`src/rtl/id_ex_stage_pkg.sv`:
```
// Shared types and opcode constants for the RV32I ID/EX stage: writeback and
// forwarding select codes, the ID/EX control bundle and per-opcode source usage.
package id_ex_stage_pkg;

    typedef enum logic [1:0] {
        NO_WRITEBACK      = 2'd0,
        ALU_RESULT_SELECT = 2'd1,
        MEM_RESULT_SELECT = 2'd2,
        PC_PLUS4_SELECT   = 2'd3
    } write_back_mux_selector;

    // Code 2'd3 is deliberately unassigned and falls back to the register-file value.
    typedef enum logic [1:0] {
        NO_FORWARD_SELECT = 2'd0,
        EX_RESULT_SELECT  = 2'd1,
        WB_RESULT_SELECT  = 2'd2
    } forward_mux_code;

    localparam logic [6:0] OPCODE_LUI    = 7'b0110111;
    localparam logic [6:0] OPCODE_AUIPC  = 7'b0010111;
    localparam logic [6:0] OPCODE_JAL    = 7'b1101111;
    localparam logic [6:0] OPCODE_JALR   = 7'b1100111;
    localparam logic [6:0] OPCODE_BRANCH = 7'b1100011;
    localparam logic [6:0] OPCODE_LOAD   = 7'b0000011;
    localparam logic [6:0] OPCODE_STORE  = 7'b0100011;
    localparam logic [6:0] OPCODE_OPIMM  = 7'b0010011;
    localparam logic [6:0] OPCODE_OP     = 7'b0110011;

    typedef struct packed {
        logic                   valid;
        logic [6:0]             opcode;
        logic [4:0]             rs1;
        logic [4:0]             rs2;
        logic [4:0]             rd;
        write_back_mux_selector wb_mux;
    } id_ex_ctrl_t;

    localparam id_ex_ctrl_t BUBBLE_CTRL = '{
        valid:  1'b0,
        opcode: 7'd0,
        rs1:    5'd0,
        rs2:    5'd0,
        rd:     5'd0,
        wb_mux: NO_WRITEBACK
    };

    function automatic logic uses_rs1(input logic [6:0] opcode);
        case (opcode)
            OPCODE_OP, OPCODE_OPIMM, OPCODE_LOAD,
            OPCODE_STORE, OPCODE_BRANCH, OPCODE_JALR: uses_rs1 = 1'b1;
            default:                                  uses_rs1 = 1'b0;
        endcase
    endfunction

    function automatic logic uses_rs2(input logic [6:0] opcode);
        case (opcode)
            OPCODE_OP, OPCODE_STORE, OPCODE_BRANCH: uses_rs2 = 1'b1;
            default:                                uses_rs2 = 1'b0;
        endcase
    endfunction

endpackage

```
`src/rtl/id_ex_stage_operand_fwd_mux.sv`:
```
// EX-stage operand forwarding mux: picks the EX/MEM result, the MEM/WB value
// or the registered register-file read according to a forward_mux_code.
module operand_fwd_mux
    import id_ex_stage_pkg::*;
#(
    parameter int XLEN = 32
) (
    input  forward_mux_code   sel,
    input  logic [XLEN-1:0]   reg_data,
    input  logic [XLEN-1:0]   ex_mem_result,
    input  logic [XLEN-1:0]   mem_wb_result,
    output logic [XLEN-1:0]   operand
);

    // NOTE: the default arm assigns on every path, so no latch is inferred.
    always_comb begin
        case (sel)
            EX_RESULT_SELECT: operand = ex_mem_result;
            WB_RESULT_SELECT: operand = mem_wb_result;
            default:          operand = reg_data;
        endcase
    end

endmodule

```
`src/rtl/id_ex_stage.sv`:
```
// ID/EX pipeline register with load-use bubble insertion, EX operand forwarding
// and saturating stall/flush performance counters.
module id_ex_stage
    import id_ex_stage_pkg::*;
#(
    parameter int XLEN      = 32,
    parameter int CNT_WIDTH = 32
) (
    input  logic                   clk,
    input  logic                   reset,
    input  logic                   id_valid_ip,
    input  logic [6:0]             id_opcode_ip,
    input  logic [4:0]             id_rs1_ip,
    input  logic [4:0]             id_rs2_ip,
    input  logic [4:0]             id_rd_ip,
    input  logic [XLEN-1:0]        id_rs1_data_ip,
    input  logic [XLEN-1:0]        id_rs2_data_ip,
    input  logic [XLEN-1:0]        id_imm_ip,
    input  logic [XLEN-1:0]        id_pc_ip,
    input  write_back_mux_selector id_wb_mux_ip,
    input  logic                   flush_ip,
    input  logic                   hold_ip,
    input  forward_mux_code        fa_mux_ip,
    input  forward_mux_code        fb_mux_ip,
    input  logic [XLEN-1:0]        ex_mem_result_ip,
    input  logic [XLEN-1:0]        mem_wb_result_ip,
    output logic                   ex_valid_op,
    output logic [6:0]             ex_opcode_op,
    output logic [4:0]             ex_rs1_op,
    output logic [4:0]             ex_rs2_op,
    output logic [4:0]             ex_rd_op,
    output write_back_mux_selector ex_wb_mux_op,
    output logic [XLEN-1:0]        ex_imm_op,
    output logic [XLEN-1:0]        ex_pc_op,
    output logic [XLEN-1:0]        ex_rs1_val_op,
    output logic [XLEN-1:0]        ex_rs2_val_op,
    output logic                   stall_op,
    output logic [CNT_WIDTH-1:0]   stall_cnt_op,
    output logic [CNT_WIDTH-1:0]   flush_cnt_op
);

    localparam logic [CNT_WIDTH-1:0] CNT_ONE = {{(CNT_WIDTH-1){1'b0}}, 1'b1};

    id_ex_ctrl_t           ctrl_q;
    logic [XLEN-1:0]       imm_q;
    logic [XLEN-1:0]       pc_q;
    logic [XLEN-1:0]       rs1_data_q;
    logic [XLEN-1:0]       rs2_data_q;
    logic [CNT_WIDTH-1:0]  stall_cnt_q;
    logic [CNT_WIDTH-1:0]  flush_cnt_q;
    logic                  load_use;

    // A load in EX whose result the ID instruction actually reads; x0 never hazards.
    assign load_use = ctrl_q.valid && (ctrl_q.opcode == OPCODE_LOAD) && (ctrl_q.rd != 5'd0)
                   && id_valid_ip
                   && ((uses_rs1(id_opcode_ip) && (id_rs1_ip == ctrl_q.rd))
                    || (uses_rs2(id_opcode_ip) && (id_rs2_ip == ctrl_q.rd)));

    // A flush kills the ID instruction anyway, so holding the front end would be wrong.
    assign stall_op = !flush_ip && (hold_ip || load_use);

    // NOTE: sequential state uses non-blocking assignments so every register
    // samples pre-edge values regardless of statement order.
    always_ff @(posedge clk) begin
        if (reset || flush_ip) begin
            ctrl_q     <= BUBBLE_CTRL;
            imm_q      <= '0;
            pc_q       <= '0;
            rs1_data_q <= '0;
            rs2_data_q <= '0;
        end else if (!hold_ip) begin
            if (load_use || !id_valid_ip) begin
                ctrl_q     <= BUBBLE_CTRL;
                imm_q      <= '0;
                pc_q       <= '0;
                rs1_data_q <= '0;
                rs2_data_q <= '0;
            end else begin
                ctrl_q.valid  <= 1'b1;
                ctrl_q.opcode <= id_opcode_ip;
                ctrl_q.rs1    <= id_rs1_ip;
                ctrl_q.rs2    <= id_rs2_ip;
                ctrl_q.rd     <= id_rd_ip;
                ctrl_q.wb_mux <= id_wb_mux_ip;
                imm_q         <= id_imm_ip;
                pc_q          <= id_pc_ip;
                rs1_data_q    <= id_rs1_data_ip;
                rs2_data_q    <= id_rs2_data_ip;
            end
        end
    end

    always_ff @(posedge clk) begin
        if (reset) begin
            stall_cnt_q <= '0;
            flush_cnt_q <= '0;
        end else begin
            if (stall_op && (stall_cnt_q != '1))
                stall_cnt_q <= stall_cnt_q + CNT_ONE;
            if (flush_ip && (flush_cnt_q != '1))
                flush_cnt_q <= flush_cnt_q + CNT_ONE;
        end
    end

    operand_fwd_mux #(.XLEN(XLEN)) u_fwd_rs1 (
        .sel           (fa_mux_ip),
        .reg_data      (rs1_data_q),
        .ex_mem_result (ex_mem_result_ip),
        .mem_wb_result (mem_wb_result_ip),
        .operand       (ex_rs1_val_op)
    );

    operand_fwd_mux #(.XLEN(XLEN)) u_fwd_rs2 (
        .sel           (fb_mux_ip),
        .reg_data      (rs2_data_q),
        .ex_mem_result (ex_mem_result_ip),
        .mem_wb_result (mem_wb_result_ip),
        .operand       (ex_rs2_val_op)
    );

    assign ex_valid_op  = ctrl_q.valid;
    assign ex_opcode_op = ctrl_q.opcode;
    assign ex_rs1_op    = ctrl_q.rs1;
    assign ex_rs2_op    = ctrl_q.rs2;
    assign ex_rd_op     = ctrl_q.rd;
    assign ex_wb_mux_op = ctrl_q.wb_mux;
    assign ex_imm_op    = imm_q;
    assign ex_pc_op     = pc_q;
    assign stall_cnt_op = stall_cnt_q;
    assign flush_cnt_op = flush_cnt_q;

endmodule

```
`config.mk`:
```
export PLATFORM = sky130hd
export DESIGN_NAME = id_ex_stage
export DESIGN_NICKNAME = d
export VERILOG_FILES = /design/src/rtl/id_ex_stage_pkg.sv /design/src/rtl/id_ex_stage_operand_fwd_mux.sv /design/src/rtl/id_ex_stage.sv
export SDC_FILE = /design/constraint.sdc
export NUM_CORES = 1
export LEC_CHECK = 0
export BUFFER_PORTS_ARGS = -buffer_cell sky130_fd_sc_hd__buf_4
export CORE_AREA = 2 2 173 175
export DETAILED_ROUTE_END_ITERATION = 10
export DIE_AREA = 0 0 175 177
export HOLD_SLACK_MARGIN = 0.02
export SLEW_MARGIN = 20
export SYNTH_ARGS = -nofsm -noshare
export SYNTH_HDL_FRONTEND = slang
export SYNTH_SLANG_ARGS = --single-unit
export TNS_END_PERCENT = 10
```
`constraint.sdc`:
```
create_clock -name clk -period 2.1 [get_ports clk]
set_input_delay 0.42 -clock clk [delete_from_list [all_inputs] [get_ports clk]]
set_output_delay 0.42 -clock clk [all_outputs]
set_load 0.01 [all_outputs]
```
* Word-level counts from Yosys, hierarchy flattened
Index checks and enable logic that the tools add are counted.
** Word-level totals
- Logic and storage cells :: 56
- Register bits :: 217
- Output and inout bits :: 218
** Cells by class
- Multiplexer cells :: 9
- $add $sub $neg :: 2
- Reductions and logical operators :: 18
- Equal/unequal tests :: 15
** Operators with widths (number)
- 32-bit 2-to-1 mux :: 4
- 32-bit one-hot mux with 2 select lines :: 2
- 32-bit by 1-bit adder with 32-bit output, second input constant :: 2
- 32-bit != test, second input constant :: 2
- 25-bit 2-to-1 mux :: 1
- 7-bit by 2-bit equality test with 1-bit output, second input constant :: 2
- 7-bit by 6-bit equality test with 1-bit output, second input constant :: 2
- 7-bit equality test, second input constant :: 2
- 5-bit equality test :: 2
- 1-bit logical AND :: 9
- 7-bit by 5-bit equality test with 1-bit output, second input constant :: 1
- 6-bit OR reduction :: 1
- 5-bit nonzero test :: 1
- 2-bit by 1-bit equality test with 1-bit output, second input constant :: 2
- 2-bit equality test, second input constant :: 2
- 1-bit logical OR :: 4
- 3-bit OR reduction :: 1
- 1-bit zero test :: 2
- 1-bit 2-to-1 mux :: 2

* Longest topological paths before layout
Gate-level depths: netlist (run 1).
- Depth in word-level cells :: 9
- Gate-level depth with buffers :: 9

* Modules after synthesis
Synthesis (run 1) repeated with hierarchy kept, for this count alone.
** Second synthesis, totals
- Cells, all modules :: 1147
- Area total of the unflattened synthesis :: 9715.6 um2
** Modules (own cells, without submodules)
- id_ex_stage :: cells each 921, seq. area each 4344.2 um2, instances 1, area an instance 8441.8 um2
- operand_fwd_mux :: cells each 113, seq. area each 0.0 um2, instances 2, area an instance 636.9 um2

* Worst setup path after synthesis (run 1)
Ideal clock, no wire load.
- Path kind :: input-to-reg
- From :: in id_rs1_ip[2]
- To :: reg stall_cnt_q[26] (netlist: stall_cnt_op[26])
- Data required time :: 1977 ps
- Stages :: 8
- Arrival :: 2095 ps
- Slack :: -119 ps
- Setup time :: 123 ps
- Cells stage by stage :: xor2_1 a2111oi_0 nand4_1 o21ai_2 a31oi_4 clkbuf_1 nor4_1 mux2_1
** On the way
- Word-level cells in the longest chain between the ends :: 7
** Ends and longest elaborated chain
- start, declared :: RTL line id_ex_stage.sv:13 : input logic [4:0] id_rs1_ip,
- 5-bit equality test :: RTL line id_ex_stage.sv:56 : && ((uses_rs1(id_opcode_ip) && (id_rs1_ip == ctrl_q.rd))
- 1-bit logical AND :: RTL line id_ex_stage.sv:56
- 1-bit logical OR :: RTL line id_ex_stage.sv:57 : || (uses_rs2(id_opcode_ip) && (id_rs2_ip == ctrl_q.rd)));
- 1-bit logical AND :: RTL line id_ex_stage.sv:56
- 1-bit logical OR :: RTL line id_ex_stage.sv:60 : assign stall_op = !flush_ip && (hold_ip || load_use);
- 1-bit logical AND :: RTL line id_ex_stage.sv:60
- 1-bit logical AND :: RTL line id_ex_stage.sv:98 : if (stall_op && (stall_cnt_q != '1))
- end signal, assigned :: RTL line id_ex_stage.sv:99 : stall_cnt_q <= stall_cnt_q + CNT_ONE;
- end, declared :: RTL line id_ex_stage.sv:49 : logic [CNT_WIDTH-1:0] stall_cnt_q;
No other way between the ends.
A chain may end at the register's enable or synchronous reset.

* Worst setup path after layout (run 1)
- From :: reg ctrl_q, in the netlist ex_opcode_op[6]
- To :: out stall_op
** On the way
- Word-level cells in the longest chain between the ends :: 7
** Ends and longest elaborated chain
- start, declared :: RTL line id_ex_stage.sv:44 : id_ex_ctrl_t ctrl_q;
- 7-bit by 2-bit equality test with 1-bit output :: RTL line id_ex_stage.sv:54 : assign load_use = ctrl_q.valid && (ctrl_q.opcode == OPCODE_LOAD) && (ctrl_q.rd != 5'd0)
- 1-bit logical AND (2 in a row) :: RTL line id_ex_stage.sv:54
- 1-bit logical AND :: RTL line id_ex_stage.sv:55 : && id_valid_ip
- 1-bit logical AND :: RTL line id_ex_stage.sv:56
- 1-bit logical OR :: RTL line id_ex_stage.sv:60
- 1-bit logical AND :: RTL line id_ex_stage.sv:60
- end, declared :: RTL line id_ex_stage.sv:37 : output logic stall_op,
No other way between the ends.

==> results of run 1 <==
## sequential cells by signal, indices dropped and copies added (netlist names)
signal        flops
ex_wb_mux_op      2
ex_pc_op         32
ex_rs2_op         5
ex_opcode_op      7
ex_rs1_op         5
flush_cnt_op     32
ex_imm_op        32
rs2_data_q       32
rs1_data_q       32
ex_valid_op       1
stall_cnt_op     32
ex_rd_op          5
## worst max-delay path, delay by kind of cell (launching register included)
family | cells | cell delay [ps]
simple gates | 2 | 390
flops | 1 | 360
compound gates | 2 | 320
buf+inv | 4 | 430
## where the power goes
| group | total (mW) | internal, mW | switching (mW) |
|---|---|---|---|
| clock | 4.30 | 2.58 | 1.72 |
| sequential | 4.22 | 4.18 | 0.0378 |
| combinational | 1.45 | 0.731 | 0.723 |
## layout by cell type (no fill, tap or decap), drive strengths merged, types with 2 or more instances in the layout
cell type and count:
clkinv 4, nor2b 4, o21ai 84, nand3 16
bufbuf 2, nand4 21, xnor2 21, nor2 191
o41ai 2, nand2 104, or4 18, bufinv 2
nor4 9, diode 2, nor4bb 2, nor3 15
dfxtp 217, inv 19, o31ai 17, xor2 8
and4 2, buf 548, a22oi 216, mux2 5
clkbuf 40, or3 19, ha 6, and3 6
a31oi 2, a21oi 40
## logic make-up after synthesis
group                    count (synthesis)  synth area share
flip-flops                             217             0.456
XOR/XNOR                                29            0.0267
adder cells (fa/ha/maj)                  6           0.00788
multiplexers                             5           0.00591
AO/OA/AOI/OAI                          367             0.260
buffers and inverters                  113            0.0478
AND/OR/NAND/NOR                        412             0.196
## what timing repair did
action,in CTS,in global routing
pin swaps,7,27
setup buffers,3,3
gates cloned,2,0
resized for setup,17,42
endpoints found under the setup margin,171,187
## cell type report
class	count	share of cell area
Multi-Input combinational cell	819	0.330
Timing Repair Buffer	550	0.293
Sequential cell	217	0.287
Clock buffer	40	0.0477
Tap cell	390	0.0322
Inverter	20	0.00529
Clock inverter	5	0.00495
Antenna cell	2	0.000330
## metal layers
metal  routed length [um]  vias to the layer above  share of wire  global-route usage
met2                18700                      457           0.48               0.387
li1                     -                     5153              -                   -
met4                 1470                        0          0.038              0.0889
met1                15600                     5181           0.40               0.290
met5                    0                        -              0                   0
met3                 3090                       93          0.080              0.0638
## worst paths after layout
kind	startpoint	to	cells past startpoint
worst max-delay path	ex_opcode_op[6]	stall_op	8
worst min-delay path	id_imm_ip[13]	ex_imm_op[13]	3
worst max register to register	ex_opcode_op[6]	stall_cnt_op[31]	11
worst min register to register	stall_cnt_op[27]	stall_cnt_op[27]	2
==> results.cfg, run 1 <==
[worst_setup_path]
crit_fanout = 2
path_cells = nor4bb_1 > buf_4 > nand3_1 > a21oi_2 > a31oi_4 > buf_12 > clkinv_4 > buf_6
critical-path-max-stage-delay_ps = 360
setup.worst_path.start_class = flop
reg2reg_slack_ps = -270
criticalPathCategory = flop to output port
cp_slowest_cell = dfxtp_1
worstPathArrival_ps = 2030
required_ps = 1680
endpoint_kind = output port

[cells_and_area]
fin_util = 0.518
fill_cells = 2837
nets = 1864
area_delta_synth_final_pct = 59.0
stdcell_area_um2 = 15200
fin_cells = 2043
register_area_um2 = 4350
drive_gt1_frac = 0.389
multi_input_area_um2 = 5000

[clock_network]
clock_latency_ps = 520
cts_tree = yes
cts-root-buf = clkbuf_16
cts_buffer_depth = 3
path_clk_slew_ps = 60
numCtsBuffers = 25
clock-sinks = 217
htreeDepth = 1
holdBufCountCts = 0

[yosys]
synth_ff_type = dfxtp_1
synth_nets = 1380
ys_async_sr_fraction = 0
synthCells = 1149
synth.distinct_cells = 47
synth-edff-count = 0
yosysMostFrequentCell = dfxtp_1
yosysSeqAreaShare = 0.456
yosysTopAreaCell = dfxtp_1
synth.top_cell.area_share = 0.456
yosys_warnings = 0
synth-seq-cells = 217
synth.avg_cell_area_um2 = 8.29
synth_area_um2 = 9530
synthTopCellsByArea = dfxtp_1, a22oi_1, nor2_1
synthTopCellsByCount = dfxtp_1, a22oi_1, nor2_1

[hold_path]
worstHoldPathType = input pin to flop

[global_routing]
track_usage = 0.234
grt_pass1_vias = 10500
grt_pass1_wl_mm = 57.9
grt_max_degree = 98
overflow = 0
antenna_found_initial = 2

[power_and_ir_drop]
p_leak_nw = 6.29
p_per_area_nw_per_um2 = 658
finalPower_mw = 9.98
ir_drop_v = 0.000517

[die]
pin_count = 443
fp.dieW_um = 175
rows = 63
start_util = 0.326
die_h_um = 177
dieArea_um2 = 31000
coreArea_um2 = 29200

[drt]
avgViaCountPerCell = 5.33
avgRoutedWirePerCell_um = 19.0
ant_nets = 0
vias = 10900
finalWirelength_mm = 38.9
firstDrtPassIters = 6
drc = 0
first_iter_violations = 913

[placed_design]
dpl_worst_slack_ps = -488
placed_cells = 1989
gp_congestion = 0.871
dp_hpwl_mm = 28.2
port_buffers = 442
post_dp_cell_area_um2 = 14000

[timing]
tns_ps = -8500
final_max_slew_viol_count = 0
rsz0062_at_grt = yes
layout_setup_ws_ps = -347
min_period_ps = 2450
skew_ps = 10.7
fmax_ghz = 0.409
worstMarginPinSlew_ps = 1110
hold_viol = 0
hold_slack_ps = 125
period_share = 1.17
finalSetupViolations = 102
slew_headroom = 0.259

[run_status]
status = finished with violations
violations = setup timing

[run]
cap_violations = 0
Note: power is estimated with default switching activity, not from simulation.
==> inputs of run 2 (changes only) <==
--- a/config.mk
+++ b/config.mk
@@ -10,8 +10,11 @@
 export DETAILED_ROUTE_END_ITERATION = 10
 export DIE_AREA = 0 0 175 177
 export HOLD_SLACK_MARGIN = 0.02
+export PLACE_DENSITY_LB_ADDON = 0.15
+export SKIP_CTS_REPAIR_TIMING = 1
 export SLEW_MARGIN = 20
 export SYNTH_ARGS = -nofsm -noshare
 export SYNTH_HDL_FRONTEND = slang
+export SYNTH_HIERARCHICAL = 1
 export SYNTH_SLANG_ARGS = --single-unit
 export TNS_END_PERCENT = 10
==> results.cfg, run 2 <==
[run_status]
status = finished with violations
violations = setup timing

[worst_setup_path]
crit_start = ex_rd_op[1]
crit_path_end = stall_op
r2r_cells = 11
reg2reg_slack_ps = -160
setup.worst_path.start_class = flop
criticalPathCategory = flop to output port
worstPathArrival_ps = 2120
reg2reg_from = ex_rd_op[2]
crit_fanout = 5
required_ps = 1680
r2r_end = stall_cnt_op[1]
endpoint_kind = output port

[timing]
final_max_slew_viol_count = 0
period_share = 1.21
min_period_ps = 2540
rsz0062_at_grt = yes
layout_setup_ws_ps = -436
hold_slack_ps = 113
skew_ps = 19.3
finalSetupViolations = 62
slew_headroom = 0.421
worstMarginPinSlew_ps = 869
tns_ps = -1950
hold_viol = 0
fmax_ghz = 0.394

[clock_network]
cts_tree = yes
numCtsBuffers = 26
htreeDepth = 1
cts_buffer_depth = 3
path_clk_slew_ps = 60
clock_latency_ps = 530
clock-sinks = 217
cts-root-buf = clkbuf_16

[drt]
firstDrtPassIters = 5
avgRoutedWirePerCell_um = 19.0
avgViaCountPerCell = 5.21
finalWirelength_mm = 38.8
drc = 0
first_iter_violations = 754
ant_nets = 0
vias = 10600

[power_and_ir_drop]
finalPower_mw = 10.3
p_leak_nw = 6.36
ir_drop_v = 0.000483
p_per_area_nw_per_um2 = 678

[global_routing]
grt_max_degree = 154
grt_pass1_wl_mm = 57.7
gr-usage-met3 = 0.0584
overflow = 0
grt_pass1_vias = 9995
use_met1 = 0.313
gr-usage-met2 = 0.376
track_usage = 0.235
antenna_found_initial = 5
top_usage_layer = met2

[yosys]
synth.top_cell.area_share = 0.447
synth-seq-cells = 217
synth_nets = 1378
synth-edff-count = 0
synth_area_um2 = 9720
yosysTopAreaCell = dfxtp_1
synth.avg_cell_area_um2 = 8.47
ys_async_sr_fraction = 0
yosys_warnings = 6
synthTopCellsByCount = dfxtp_1, a22oi_1, nor2_1
yosysSeqAreaShare = 0.447
synth_ff_type = dfxtp_1
synthTopCellsByArea = dfxtp_1, a22oi_1, nor2_1
synth.distinct_cells = 48
yosysMostFrequentCell = dfxtp_1
synthCells = 1147

[cells_and_area]
fin_util = 0.519
drive_gt1_frac = 0.389
mostFrequentLayoutCells = buf_4, a22oi_1, dfxtp_1, nor2_1, nand2_1
area_delta_synth_final_pct = 56.1
fill_cells = 2853
multi_input_area_um2 = 5080
register_area_um2 = 4350
nets = 1854
stdcell_area_um2 = 15200
layout_commonest_cell = buf_4

[die]
start_util = 0.332
coreArea_um2 = 29200
die_h_um = 177
rows = 63
fp.dieW_um = 175
pin_count = 443
dieArea_um2 = 31000

[run]
cap_violations = 0

[placed_design]
dp_hpwl_mm = 28.4
port_buffers = 442
gp_congestion = 0.911
post_dp_cell_area_um2 = 14000

[hold_path]
worstHoldPathType = input pin to flop
-- run 2: cell types whose count changed in the layout (fill, tap and decap cells not counted), sizes merged, moves of 9 or more --
cell   previous run  this run
nor3             15         6
o21ai            84        75
nand3            16        32
inv              19         8
nand2           104        89
xor2              8        27
or3              19        10
xnor2            21        12
and3              6        17
-- run 2: worst min-delay path by stage --
stage                                  start               end  slack (ps)  cells after the start
after detailed placement    stall_cnt_op[26]  stall_cnt_op[26]         500                      2
final                      id_rs1_data_ip[7]     rs1_data_q[7]         110                      3
after global routing      id_rs1_data_ip[29]    rs1_data_q[29]         110                      3
after CTS                       id_pc_ip[25]      ex_pc_op[25]          90                      3
after floorplan               rs1_data_q[28]    rs1_data_q[28]         480                      2
after global placement      stall_cnt_op[23]  stall_cnt_op[23]         480                      2
-- run 2: through the flow --
stage	setup WS, ps	instances
final	-436	2036
after detailed placement	-200	1975
after floorplan	28.7	1147
after CTS	-636	2023
after global placement	-187	1975
after global routing	-498	2035
-- run 2: per-layer routing --
layer | vias to the layer above | part of all wire | wire length [um]
met5 | - | 0.00059 | 23
met3 | 65 | 0.076 | 2960
met4 | 4 | 0.027 | 1040
met2 | 422 | 0.47 | 18100
li1 | 5146 | - | -
met1 | 4977 | 0.43 | 16600
-- run 2: report_power, final --
| part | total, mW | leakage [nW] | internal (mW) | switching [mW] |
|---|---|---|---|---|
| Sequential | 4.22 | 1.76 | 4.18 | 0.0375 |
| Combinational | 1.46 | 4.16 | 0.728 | 0.736 |
| Clock | 4.60 | 0.440 | 2.78 | 1.82 |
-- run 2: worst max-delay path: stages, from the launching register on --
cell and delay [ps]:
dfxtp_4 350, or4_4 540, nor2_4 140, nor3_4 60, a31oi_4 190, buf_6 160
inv_2 40, buf_6 110
-- run 2: cells by family after synthesis --
family / after synthesis / synth area share
compound gates: 347 / 0.244
mux: 5 / 0.00618
xor+xnor: 39 / 0.0352
buf+inv: 102 / 0.0515
simple gates: 431 / 0.208
flops: 217 / 0.447
fa+ha+maj: 6 / 0.00773
-- run 2: final cells by class --
type	instances	share of cell area
sequential	217	0.287
timing repair buffer	543	0.285
antenna	3	0.000495
clock inverter	9	0.00520
tap	390	0.0322
multi-input combinational	828	0.335
clock buffer	39	0.0534
inverter	7	0.00173
==> inputs of run 3 (changes only) <==
--- a/config.mk
+++ b/config.mk
@@ -5,10 +5,11 @@
 export SDC_FILE = /design/constraint.sdc
 export NUM_CORES = 1
 export LEC_CHECK = 0
+export ABC_AREA = 1
 export BUFFER_PORTS_ARGS = -buffer_cell sky130_fd_sc_hd__buf_4
-export CORE_AREA = 2 2 173 175
+export CORE_AREA = 2 2 170 172
 export DETAILED_ROUTE_END_ITERATION = 10
-export DIE_AREA = 0 0 175 177
+export DIE_AREA = 0 0 172 174
 export HOLD_SLACK_MARGIN = 0.02
 export PLACE_DENSITY_LB_ADDON = 0.15
 export SKIP_CTS_REPAIR_TIMING = 1
==> results.cfg, run 3 <==
[timing]
layout_setup_ws_ps = -176
skew_ps = 22.8
slew_headroom = 0.532
min_period_ps = 2280
period_share = 1.08
final_max_slew_viol_count = 0
worstMarginPinSlew_ps = 703
fmax_ghz = 0.439
hold_viol = 0
finalSetupViolations = 1
rsz0062_at_grt = yes

[yosys]
synth-seq-cells = 217
ys_async_sr_fraction = 0
yosys_warnings = 6
synthTopCellsByCount = nand2_1, dfxtp_1, a21oi_1
synthCells = 1818
yosysSeqAreaShare = 0.369
synthTopCellsByArea = dfxtp_1, nand2_1, nand4_1
synth.distinct_cells = 34
synth_nets = 2049
synth.top_cell.area_share = 0.369
synth-edff-count = 0
yosysTopAreaCell = dfxtp_1
synth_ff_type = dfxtp_1
synth_area_um2 = 11800
synth.avg_cell_area_um2 = 6.47
yosysMostFrequentCell = nand2_1

[cells_and_area]
layout_commonest_cell = nand2_1
stdcell_area_um2 = 16500
fin_util = 0.583
area_delta_synth_final_pct = 40.0
mostFrequentLayoutCells = nand2_1, buf_4, dfxtp_1, a21oi_1, nand4_1
drive_gt1_frac = 0.265
nets = 2461

[die]
pin_count = 443
die_h_um = 174
fp.dieW_um = 172
start_util = 0.416
rows = 62
coreArea_um2 = 28200
dieArea_um2 = 29900

[power_and_ir_drop]
p_int_mw = 7.46
switchingPower_mw = 2.75
seqPwrFrac = 0.414
clkPwrFrac = 0.436
p_leak_nw = 7.30
p_per_area_nw_per_um2 = 620
ir_drop_v = 0.000578
combPwrFrac = 0.150
p_sw_frac = 0.269

[global_routing]
overflow = 0
track_usage = 0.297
grt_pass1_wl_mm = 71.2
grt_max_degree = 154
grt_pass1_vias = 12900
antenna_found_initial = 5

[placed_design]
dp_hpwl_mm = 34.0
post_dp_cell_area_um2 = 15500
dpl_worst_slack_ps = 63.5
gp_congestion = 0.914
port_buffers = 442

[worst_setup_path]
setup.worst_path.start_class = flop
crit_start = ex_opcode_op[5]
criticalPathCategory = flop to output port
required_ps = 1680
crit_fanout = 4
endpoint_kind = output port
reg2reg_from = flush_cnt_op[1]
worstPathArrival_ps = 1860

[drt]
drc = 0
ant_nets = 0
finalWirelength_mm = 46.9
avgViaCountPerCell = 5.29
firstDrtPassIters = 5
avgRoutedWirePerCell_um = 17.8
first_iter_violations = 1024
vias = 13900

[clock_network]
numCtsBuffers = 25
clock_latency_ps = 540
path_clk_slew_ps = 60
clock-sinks = 217
cts_buffer_depth = 3
cts_tree = yes
htreeDepth = 1
cts-root-buf = clkbuf_16

[hold_path]
hold_start = id_rd_ip[3]
worstHoldPathType = input pin to flop

[run_status]
status = finished with violations
violations = setup timing

[run]
cap_violations = 0
==> run 3: final timing paths <==
path / to / slack [ps] / cells after the start
max reg2reg: flush_cnt_op[26] / 100 / 11
max: stall_op / -180 / 7
min reg2reg: ex_imm_op[19] / 460 / 2
min: ex_rd_op[3] / 150 / 3
==> run 3: cells by family (layout without fill, tap and decap cells) <==
family	after synthesis	count (layout)	share of synthesized area
DFF	217	217	0.369
AOI/OAI and AO/OA	224	224	0.0962
other	0	5	0
xor gates and xnor gates	30	30	0.0223
and+or+nand+nor	1142	1142	0.420
buffers and inverters	199	629	0.0852
adders and majority gates	6	6	0.00638
==> run 3: cell type report <==
| cell class | instances | area (um2) |
|---|---|---|
| Multi-Input combinational cell | 1402 | 6470 |
| Inverter | 67 | 254 |
| Antenna cell | 5 | 12.5 |
| Clock inverter | 17 | 179 |
| Clock buffer | 28 | 647 |
| Sequential cell | 217 | 4360 |
| Tap cell | 384 | 480 |
| Fill cell | 2826 | 11800 |
| Timing Repair Buffer | 517 | 4060 |
==> run 3: per-stage QoR <==
stage | hold WS, ps | instances | setup TNS, ps | power [mW]
finish | 152 | 2637 | -176 | 10.2
global route | 150 | 2637 | -755 | 10.6
CTS | 138 | 2628 | -475 | 10.3
detailed placement | 456 | 2583 | 0 | 5.82
global placement | 452 | 2583 | 0 | 5.82
floorplan | 445 | 1818 | 0 | 5.02
==> run 3: critical path, stage by stage (launching register included) <==
cell and delay, ps:
dfxtp_2 330, nor2_2 90, nor3b_4 260, nand3_2 130, nor2_4 140, nand2_4 90
a21oi_2 140, buf_4 130
==> run 3: metal layers <==
| metal | track usage | vias up | routed length (um) | part of all wire |
|---|---|---|---|---|
| met5 | 0 | - | 0 | 0 |
| met4 | 0.135 | 0 | 2070 | 0.044 |
| met3 | 0.0653 | 115 | 3980 | 0.085 |
| met2 | 0.498 | 588 | 22200 | 0.47 |
| met1 | 0.360 | 6405 | 18600 | 0.40 |
| li1 | - | 6840 | - | - |
==> run 3: power by group through the flow <==
stage               combinational (mW)  clock, mW  sequential [mW]
floorplan                        0.693          0             4.33
global placement                  1.51          0             4.31
detailed placement                1.51          0             4.31
CTS                               1.52       4.52             4.22
global route                      1.66       4.68             4.23
finish                            1.53       4.45             4.22
